--- config.mk ---
export PLATFORM = sky130hd
export DESIGN_NAME = hbm_test_sequencer
export DESIGN_NICKNAME = d
export VERILOG_FILES = /design/src/rtl/hbm_bench_pkg.sv /design/src/rtl/hbm_sat_counter.sv /design/src/rtl/hbm_test_sequencer.sv
export SDC_FILE = /design/constraint.sdc
export NUM_CORES = 1
export LEC_CHECK = 0
export ABC_AREA = 1
export CORE_ASPECT_RATIO = 0.6
export CORE_MARGIN = 4
export CORE_UTILIZATION = 58
export CTS_BUF_LIST = sky130_fd_sc_hd__clkbuf_16
export CTS_CLUSTER_DIAMETER = 80
export DETAILED_ROUTE_END_ITERATION = 10
export PLACE_DENSITY = 0.78
export SYNTH_ARGS = -nofsm -noshare
export SYNTH_HDL_FRONTEND = slang
export SYNTH_HIERARCHICAL = 1
export SYNTH_SLANG_ARGS = --single-unit
--- constraint.sdc ---
create_clock -name aclk -period 2.7 [get_ports aclk]
set_input_delay 0.27 -clock aclk [delete_from_list [all_inputs] [get_ports aclk]]
set_output_delay 0.27 -clock aclk [all_outputs]
set_load 0.1 [all_outputs]
--- src/rtl/hbm_bench_pkg.sv ---
// Shared types and constants for the HBM test sequencer.
// Holds the FSM state encoding, the run-mode and error-code encodings,
// the default watchdog timeout and a small state-classification helper.
package hbm_bench_pkg;

    localparam int TIMEOUT_DEFAULT = 4096;

    typedef enum logic [2:0] {
        ST_IDLE     = 3'd0,
        ST_WR_ISSUE = 3'd1,
        ST_WR_DRAIN = 3'd2,
        ST_RD_ISSUE = 3'd3,
        ST_RD_DRAIN = 3'd4,
        ST_DONE     = 3'd5
    } state_e;

    typedef enum logic [1:0] {
        MODE_WR      = 2'd0,
        MODE_RD      = 2'd1,
        MODE_WR_RD   = 2'd2,
        MODE_ILLEGAL = 2'd3
    } mode_e;

    typedef enum logic [1:0] {
        ERR_NONE    = 2'd0,
        ERR_RESP    = 2'd1,
        ERR_TIMEOUT = 2'd2,
        ERR_MODE    = 2'd3
    } err_e;

    // True for the four states in which traffic is in flight.
    function automatic logic is_active(input state_e s);
        case (s)
            ST_WR_ISSUE, ST_WR_DRAIN, ST_RD_ISSUE, ST_RD_DRAIN: is_active = 1'b1;
            default:                                            is_active = 1'b0;
        endcase
    endfunction

endpackage

--- src/rtl/hbm_sat_counter.sv ---
// Saturating up-counter with synchronous clear and enable.
// Ports:
//   clk   - rising-edge clock
//   rst_n - asynchronous active-low reset (count -> 0)
//   clr   - synchronous clear, wins over en
//   en    - advance by one unless already at all-ones
//   count - registered count value
module hbm_sat_counter #(
    parameter int W = 32
) (
    input  logic         clk,
    input  logic         rst_n,
    input  logic         clr,
    input  logic         en,
    output logic [W-1:0] count
);

    logic [W-1:0] count_r;

    // Count register: clear has priority, then saturating increment.
    always_ff @(posedge clk or negedge rst_n) begin
        if (!rst_n) begin
            count_r <= {W{1'b0}};
        end else if (clr) begin
            count_r <= {W{1'b0}};
        end else if (en && (count_r != {W{1'b1}})) begin
            count_r <= count_r + {{(W-1){1'b0}}, 1'b1};
        end else begin
            count_r <= count_r;
        end
    end

    assign count = count_r;

endmodule

--- src/rtl/hbm_test_sequencer.sv ---
// HBM test sequencer: gates an external AXI3 traffic master through a
// write phase and/or a read phase of num_bursts bursts each, measures the
// duration of each phase, flags bad responses and aborts stalled runs.
// Ports:
//   aclk, aresetn            - clock, asynchronous active-low reset
//   start, mode, num_bursts  - run request (mode: 0 wr, 1 rd, 2 wr+rd, 3 illegal)
//   aw_hs, b_hs, ar_hs, rlast_hs - handshake strobes from the master
//   bresp, rresp             - response codes, sampled with b_hs / rlast_hs
//   wr_issue_en, rd_issue_en - permission for the master to issue addresses
//   busy, done, err_code     - run status (done is a one-cycle pulse)
//   wr_cycles, rd_cycles     - measured phase durations
module hbm_test_sequencer
    import hbm_bench_pkg::*;
#(
    parameter int NB_W    = 16,
    parameter int CNT_W   = 32,
    parameter int TIMEOUT = TIMEOUT_DEFAULT
) (
    input  logic             aclk,
    input  logic             aresetn,
    input  logic             start,
    input  logic [1:0]       mode,
    input  logic [NB_W-1:0]  num_bursts,
    input  logic             aw_hs,
    input  logic             b_hs,
    input  logic             ar_hs,
    input  logic             rlast_hs,
    input  logic [1:0]       bresp,
    input  logic [1:0]       rresp,
    output logic             wr_issue_en,
    output logic             rd_issue_en,
    output logic             busy,
    output logic             done,
    output logic [1:0]       err_code,
    output logic [CNT_W-1:0] wr_cycles,
    output logic [CNT_W-1:0] rd_cycles
);

    localparam int WD_W = $clog2(TIMEOUT + 1);
    // The watchdog reads 0 in the first silent cycle, so firing at TIMEOUT-2
    // lands DONE exactly TIMEOUT cycles after the last handshake.
    localparam logic [WD_W-1:0] WD_LIMIT = WD_W'(TIMEOUT - 2);

    state_e          state_r;
    mode_e           mode_r;
    logic [NB_W-1:0] nb_r;
    logic [NB_W-1:0] issued_r;
    logic [NB_W-1:0] completed_r;
    err_e            err_r;
    logic            busy_r;
    logic            done_r;

    logic            active_s;
    logic            wr_phase_s;
    logic            rd_phase_s;
    logic            issue_state_s;
    logic            addr_hs_s;
    logic            resp_hs_s;
    logic [1:0]      resp_code_s;
    logic            issue_inc_s;
    logic            issue_last_s;
    logic            resp_inc_s;
    logic            phase_end_s;
    logic            any_hs_s;
    logic            start_acc_s;
    logic            wd_expire_s;
    logic [WD_W-1:0] wd_count_s;

    // Phase decode: route the strobes of whichever phase is running onto
    // common issue/response signals so one set of rules serves both phases.
    always_comb begin
        active_s      = is_active(state_r);
        wr_phase_s    = (state_r == ST_WR_ISSUE) || (state_r == ST_WR_DRAIN);
        rd_phase_s    = (state_r == ST_RD_ISSUE) || (state_r == ST_RD_DRAIN);
        issue_state_s = (state_r == ST_WR_ISSUE) || (state_r == ST_RD_ISSUE);
        if (wr_phase_s) begin
            addr_hs_s   = aw_hs;
            resp_hs_s   = b_hs;
            resp_code_s = bresp;
        end else if (rd_phase_s) begin
            addr_hs_s   = ar_hs;
            resp_hs_s   = rlast_hs;
            resp_code_s = rresp;
        end else begin
            addr_hs_s   = 1'b0;
            resp_hs_s   = 1'b0;
            resp_code_s = 2'b00;
        end
        issue_inc_s  = addr_hs_s && issue_state_s;
        issue_last_s = issue_inc_s && ((issued_r + NB_W'(1)) == nb_r);
        // A response with nothing outstanding (judged against the issued
        // count before this cycle's address) is dropped.
        resp_inc_s   = resp_hs_s && (completed_r < issued_r);
        phase_end_s  = resp_inc_s && ((completed_r + NB_W'(1)) == nb_r);
        any_hs_s     = active_s && (aw_hs || b_hs || ar_hs || rlast_hs);
        start_acc_s  = (state_r == ST_IDLE) && start;
        wd_expire_s  = active_s && !any_hs_s && (wd_count_s == WD_LIMIT);
    end

    // Sequencer FSM with its burst counters, error code and status flags.
    always_ff @(posedge aclk or negedge aresetn) begin
        if (!aresetn) begin
            state_r     <= ST_IDLE;
            mode_r      <= MODE_WR;
            nb_r        <= {NB_W{1'b0}};
            issued_r    <= {NB_W{1'b0}};
            completed_r <= {NB_W{1'b0}};
            err_r       <= ERR_NONE;
            busy_r      <= 1'b0;
            done_r      <= 1'b0;
        end else begin
            done_r <= 1'b0;
            case (state_r)
                ST_IDLE: begin
                    if (start) begin
                        mode_r      <= mode_e'(mode);
                        nb_r        <= num_bursts;
                        issued_r    <= {NB_W{1'b0}};
                        completed_r <= {NB_W{1'b0}};
                        busy_r      <= 1'b1;
                        if (mode_e'(mode) == MODE_ILLEGAL) begin
                            err_r   <= ERR_MODE;
                            state_r <= ST_DONE;
                            done_r  <= 1'b1;
                        end else if (num_bursts == {NB_W{1'b0}}) begin
                            err_r   <= ERR_NONE;
                            state_r <= ST_DONE;
                            done_r  <= 1'b1;
                        end else if (mode_e'(mode) == MODE_RD) begin
                            err_r   <= ERR_NONE;
                            state_r <= ST_RD_ISSUE;
                        end else begin
                            err_r   <= ERR_NONE;
                            state_r <= ST_WR_ISSUE;
                        end
                    end else begin
                        state_r <= ST_IDLE;
                    end
                end
                ST_WR_ISSUE, ST_WR_DRAIN, ST_RD_ISSUE, ST_RD_DRAIN: begin
                    if (wd_expire_s) begin
                        err_r   <= ERR_TIMEOUT;
                        state_r <= ST_DONE;
                        done_r  <= 1'b1;
                    end else begin
                        if (issue_inc_s) begin
                            issued_r <= issued_r + NB_W'(1);
                        end else begin
                            issued_r <= issued_r;
                        end
                        if (resp_inc_s) begin
                            completed_r <= completed_r + NB_W'(1);
                        end else begin
                            completed_r <= completed_r;
                        end
                        if (resp_hs_s && (resp_code_s != 2'b00) && (err_r != ERR_TIMEOUT)) begin
                            err_r <= ERR_RESP;
                        end else begin
                            err_r <= err_r;
                        end
                        if (phase_end_s) begin
                            if (wr_phase_s && (mode_r == MODE_WR_RD)) begin
                                // Later NBAs override the increments above.
                                issued_r    <= {NB_W{1'b0}};
                                completed_r <= {NB_W{1'b0}};
                                state_r     <= ST_RD_ISSUE;
                            end else begin
                                state_r <= ST_DONE;
                                done_r  <= 1'b1;
                            end
                        end else if (issue_last_s) begin
                            state_r <= wr_phase_s ? ST_WR_DRAIN : ST_RD_DRAIN;
                        end else begin
                            state_r <= state_r;
                        end
                    end
                end
                ST_DONE: begin
                    state_r <= ST_IDLE;
                    busy_r  <= 1'b0;
                end
                default: begin
                    state_r <= ST_IDLE;
                    busy_r  <= 1'b0;
                end
            endcase
        end
    end

    hbm_sat_counter #(.W(CNT_W)) u_wr_cnt (
        .clk   (aclk),
        .rst_n (aresetn),
        .clr   (start_acc_s),
        .en    (wr_phase_s),
        .count (wr_cycles)
    );

    hbm_sat_counter #(.W(CNT_W)) u_rd_cnt (
        .clk   (aclk),
        .rst_n (aresetn),
        .clr   (start_acc_s),
        .en    (rd_phase_s),
        .count (rd_cycles)
    );

    // Every phase entry coincides with a start or a handshake, so clearing
    // on those also covers the per-state restart of the watchdog.
    hbm_sat_counter #(.W(WD_W)) u_wd_cnt (
        .clk   (aclk),
        .rst_n (aresetn),
        .clr   (start_acc_s || any_hs_s),
        .en    (active_s),
        .count (wd_count_s)
    );

    assign wr_issue_en = (state_r == ST_WR_ISSUE);
    assign rd_issue_en = (state_r == ST_RD_ISSUE);
    assign busy        = busy_r;
    assign done        = done_r;
    assign err_code    = err_r;

endmodule

==> qor.tcl <==
set qor(hpwlAfterDp_um) 22100
set qor(worst_hold_path_type) {in2async}
set qor(hold_violations) 0
set qor(final_critical_path_setup_slack_ps) 133
set qor(leakage_nw) 5.44
set qor(cts.sink_count) 134
set qor(post-route-period-util) 0.951
set qor(max_cap_violations) 0
set qor(path_clk_slew_ps) 60
set qor(first_global_vias) 8984
set qor(worst_setup_slack_after_placement_ps) 6.25
set qor(mappedNetlistNets) 1540
set qor(port_buffers) 98
set qor(grt.met2_usage) 0.426
set qor(clock_buffers_created_by_tritoncts) 17
set qor(power.density_mw_per_mm2) 993
set qor(drt-vias-per-instance) 5.59
set qor(drcViolationCount) 0
set qor(worst_r2r_endpoint) {completed_r[15]}
set qor(syn-mean-instance-area_sq_um) 6.56
set qor(yosysSeqAreaShare) 0.343
set qor(timing.critical_path.to_type) {flop}
set qor(most_common_flop_cell_mapped_by_yosys) {sky130_fd_sc_hd__dfrtp_1}
set qor(netlist.area_leader.share) 0.343
set qor(h-tree-depth) 4
set qor(gp_congestion) 0.993
set qor(synth_area_sq_mm) 0.00979
set qor(grt.total_usage) 0.315
set qor(worstMarginPinSlew_ps) 728
set qor(grt_most_used_layer) {met1}
set qor(critPathArrivalTime_ps) 2880
set qor(synth-edff-count) 0
set qor(fin_setup_tns_ps) 0
set qor(drive_gt1_frac) 0.129
set qor(ys_async_sr_fraction) 1.00
set qor(dr.pass1.iters) 5
set qor(criticalPathCategory) {reg2reg}
set qor(worst-r2r-cell-count) 15
set qor(fin_nets) 1659
set qor(final_period_minus_worst_setup_slack_ps) 2570
set qor(grt_util_met1) 0.500
set qor(synth_warnings) 6
set qor(floorplan_die_area_sq_mm) 0.0191
set qor(global_route.usage.met3) 0.0866
set qor(detail-route-antenna-nets) 0
set qor(synth_area_leader_cell) {sky130_fd_sc_hd__dfrtp_1}
set qor(setup_viol) 0
set qor(slew_headroom) 0.514
set qor(worst_ep_required_time_ps) 3020
set qor(postLayoutCoreUtil) 0.703
set qor(die_h_um) 109
set qor(worstSkewPairLatency_ps) 440
set qor(max_clock_freq_mhz) 390
set qor(dr.first_iter.drc_count) 1333
set qor(root_buffer_cell) {sky130_fd_sc_hd__clkbuf_16}
set qor(initial_utilization) 0.597
set qor(setup.worst_path.start_class) {flop}
set qor(num_io_pins) 99
set qor(final-max-slew-violation-count) 0
set qor(synth.ff_latch_count) 134
set qor(r2r_slack_ps) 130
set qor(layout.filler_cells) 1458
set qor(antenna_cells_inserted) 0
set qor(grt_start_max_net_pins) 66
set qor(std_cell_rows) 36
set qor(clock_path_buffers) 2
set qor(placedInstanceArea_sq_mm) 0.0109
set qor(design_area_final_sq_mm) 0.0115
set qor(worst-path-max-fanout) 11
set qor(core_area_sq_mm) 0.0164
set qor(areaGrowthSynthToFinish_pct) 17.8
set qor(yosys-top-cells-area) {sky130_fd_sc_hd__dfrtp_1 (34%), sky130_fd_sc_hd__nand2_1 (20%), sky130_fd_sc_hd__nor2_1 (7.6%)}
set qor(post_syn_instances) 1491
set qor(vdd_ir_drop_max_uv) 942
set qor(yosys.cell_types.count) 42
set qor(routedWlPerCell_um) 16.1
set qor(timing.clock.skew_ps) 15.5
set qor(route.final.wire_length_um) 29700
set qor(tritoncts) {yes}
set qor(status) {finished, final reports clean}
set qor(vias) 10300
set qor(fp.dieW_um) 176
set qor(grt_first_pass_wirelength_um) 47500
set qor(layout.area.seq_sq_mm) 0.00336
set qor(whs_ps) 401
set qor(grt_antenna_before_repair) 0
set qor(multi_input_comb_area_sq_mm) 0.00573
set qor(worstReg2RegStart) {completed_r[1]}
set qor(overflow) 0
## power breakdown
part | switching (mW) | leakage, nW | internal [mW] | total (mW)
clock network | 0.940 | 0.240 | 1.15 | 2.09
registers | 0.638 | 1.81 | 2.47 | 3.11
logic | 4.48 | 3.39 | 1.76 | 6.24
## placed cells by master, fill, tap and decap left out, types with 25 or more instances in the layout
master and instances:
sky130_fd_sc_hd__buf_4 94, sky130_fd_sc_hd__inv_1 143, sky130_fd_sc_hd__clkdlybuf4s50_1 27, sky130_fd_sc_hd__nand3_1 141
sky130_fd_sc_hd__nand2_1 524, sky130_fd_sc_hd__o21ai_0 70, sky130_fd_sc_hd__xor2_1 25, sky130_fd_sc_hd__dfrtp_1 132
sky130_fd_sc_hd__nand4_1 42, sky130_fd_sc_hd__nor2_1 192
## critical path: stages, from the launching register on
cell and delay, ps:
sky130_fd_sc_hd__dfrtp_1 430, sky130_fd_sc_hd__ha_2 250, sky130_fd_sc_hd__nand2_2 130, sky130_fd_sc_hd__nor2_4 210
sky130_fd_sc_hd__nand2_1 100, sky130_fd_sc_hd__nand2_1 100, sky130_fd_sc_hd__nand2_1 80, sky130_fd_sc_hd__nand2_1 60
sky130_fd_sc_hd__nand2_1 50, sky130_fd_sc_hd__nor2_1 90, sky130_fd_sc_hd__nand3_1 80, sky130_fd_sc_hd__nor2_2 170
sky130_fd_sc_hd__nand4_2 180, sky130_fd_sc_hd__a21oi_4 280, sky130_fd_sc_hd__buf_12 170, sky130_fd_sc_hd__nor2_1 50
## final cells by class
type                            count  area share
Multi-Input combinational cell   1180       0.497
Inverter                          150      0.0493
Clock buffer                       17      0.0369
Clock inverter                     15     0.00803
Timing Repair Buffer              127      0.0927
Tap cell                          228      0.0247
Sequential cell                   134       0.291
## Yosys cell counts, types with 13 or more instances
| library cell | count |
|---|---|
| sky130_fd_sc_hd__nor3_1 | 13 |
| sky130_fd_sc_hd__nor2_1 | 199 |
| sky130_fd_sc_hd__ha_1 | 20 |
| sky130_fd_sc_hd__nand2_1 | 525 |
| sky130_fd_sc_hd__nand4_1 | 42 |
| sky130_fd_sc_hd__inv_1 | 142 |
| sky130_fd_sc_hd__xor2_1 | 25 |
| sky130_fd_sc_hd__nand3_1 | 141 |
| sky130_fd_sc_hd__dfrtp_1 | 134 |
| sky130_fd_sc_hd__a21oi_1 | 24 |
| sky130_fd_sc_hd__o21ai_0 | 71 |
| sky130_fd_sc_hd__o21ai_1 | 23 |
| sky130_fd_sc_hd__clkbuf_1 | 13 |
## stage by stage
| step | total power, mW | std cells |
|---|---|---|
| 2_1_floorplan | 7.47 | 1491 |
| 3_3_place_gp | 8.96 | 1814 |
| 3_5_place_dp | 9.02 | 1814 |
| 4_1_cts | 11.2 | 1847 |
| 5_1_grt | 12.2 | 1851 |
| 6_report | 11.4 | 1851 |
## worst max-delay path by stage
stage | from | endpoint | cells past startpoint
finish | completed_r[1] | completed_r[15] | 15
global route | completed_r[1] | completed_r[8] | 15
CTS | completed_r[0] | completed_r[6] | 15
detailed placement | completed_r[0] | issued_r[2] | 16
global placement | issued_r[13] | state_r[2] | 12
floorplan | u_wr_cnt/count[1] | u_wr_cnt/count[13] | 12
## per-layer routing
metal | share of wire | wire length (um)
met1 | 0.48 | 14300
met2 | 0.40 | 11800
met3 | 0.12 | 3450
met4 | 0.0090 | 269
met5 | 0 | 0
## what timing repair did
item | CTS | global route
cloned | 0 | 1
buffers inserted | 0 | 3
pin swaps | 0 | 2
resized for setup | 1 | 16
hold endpoints to repair | 62 | 0
endpoints found under the setup margin | 2 | 34
hold buffers | 1 | 0
## cells by family after synthesis
logic type,after synthesis,synth area share
and+or+nand+nor,984,0.440
AOI/OAI and AO/OA,141,0.0843
buffers and inverters,178,0.0770
adders and majority gates,20,0.0256
xor gates and xnor gates,34,0.0304
DFF,134,0.343
## state kept, by name, indices dropped and copies added, names as in the netlist
register / count
done: 1
state_r: 3
u_wr_cnt/count: 32
mode_r: 2
issued_r: 16
busy: 1
err_code: 2
u_rd_cnt/count: 32
nb_r: 16
completed_r: 16
u_wd_cnt/count: 13
(Power assumes the default switching activity.)
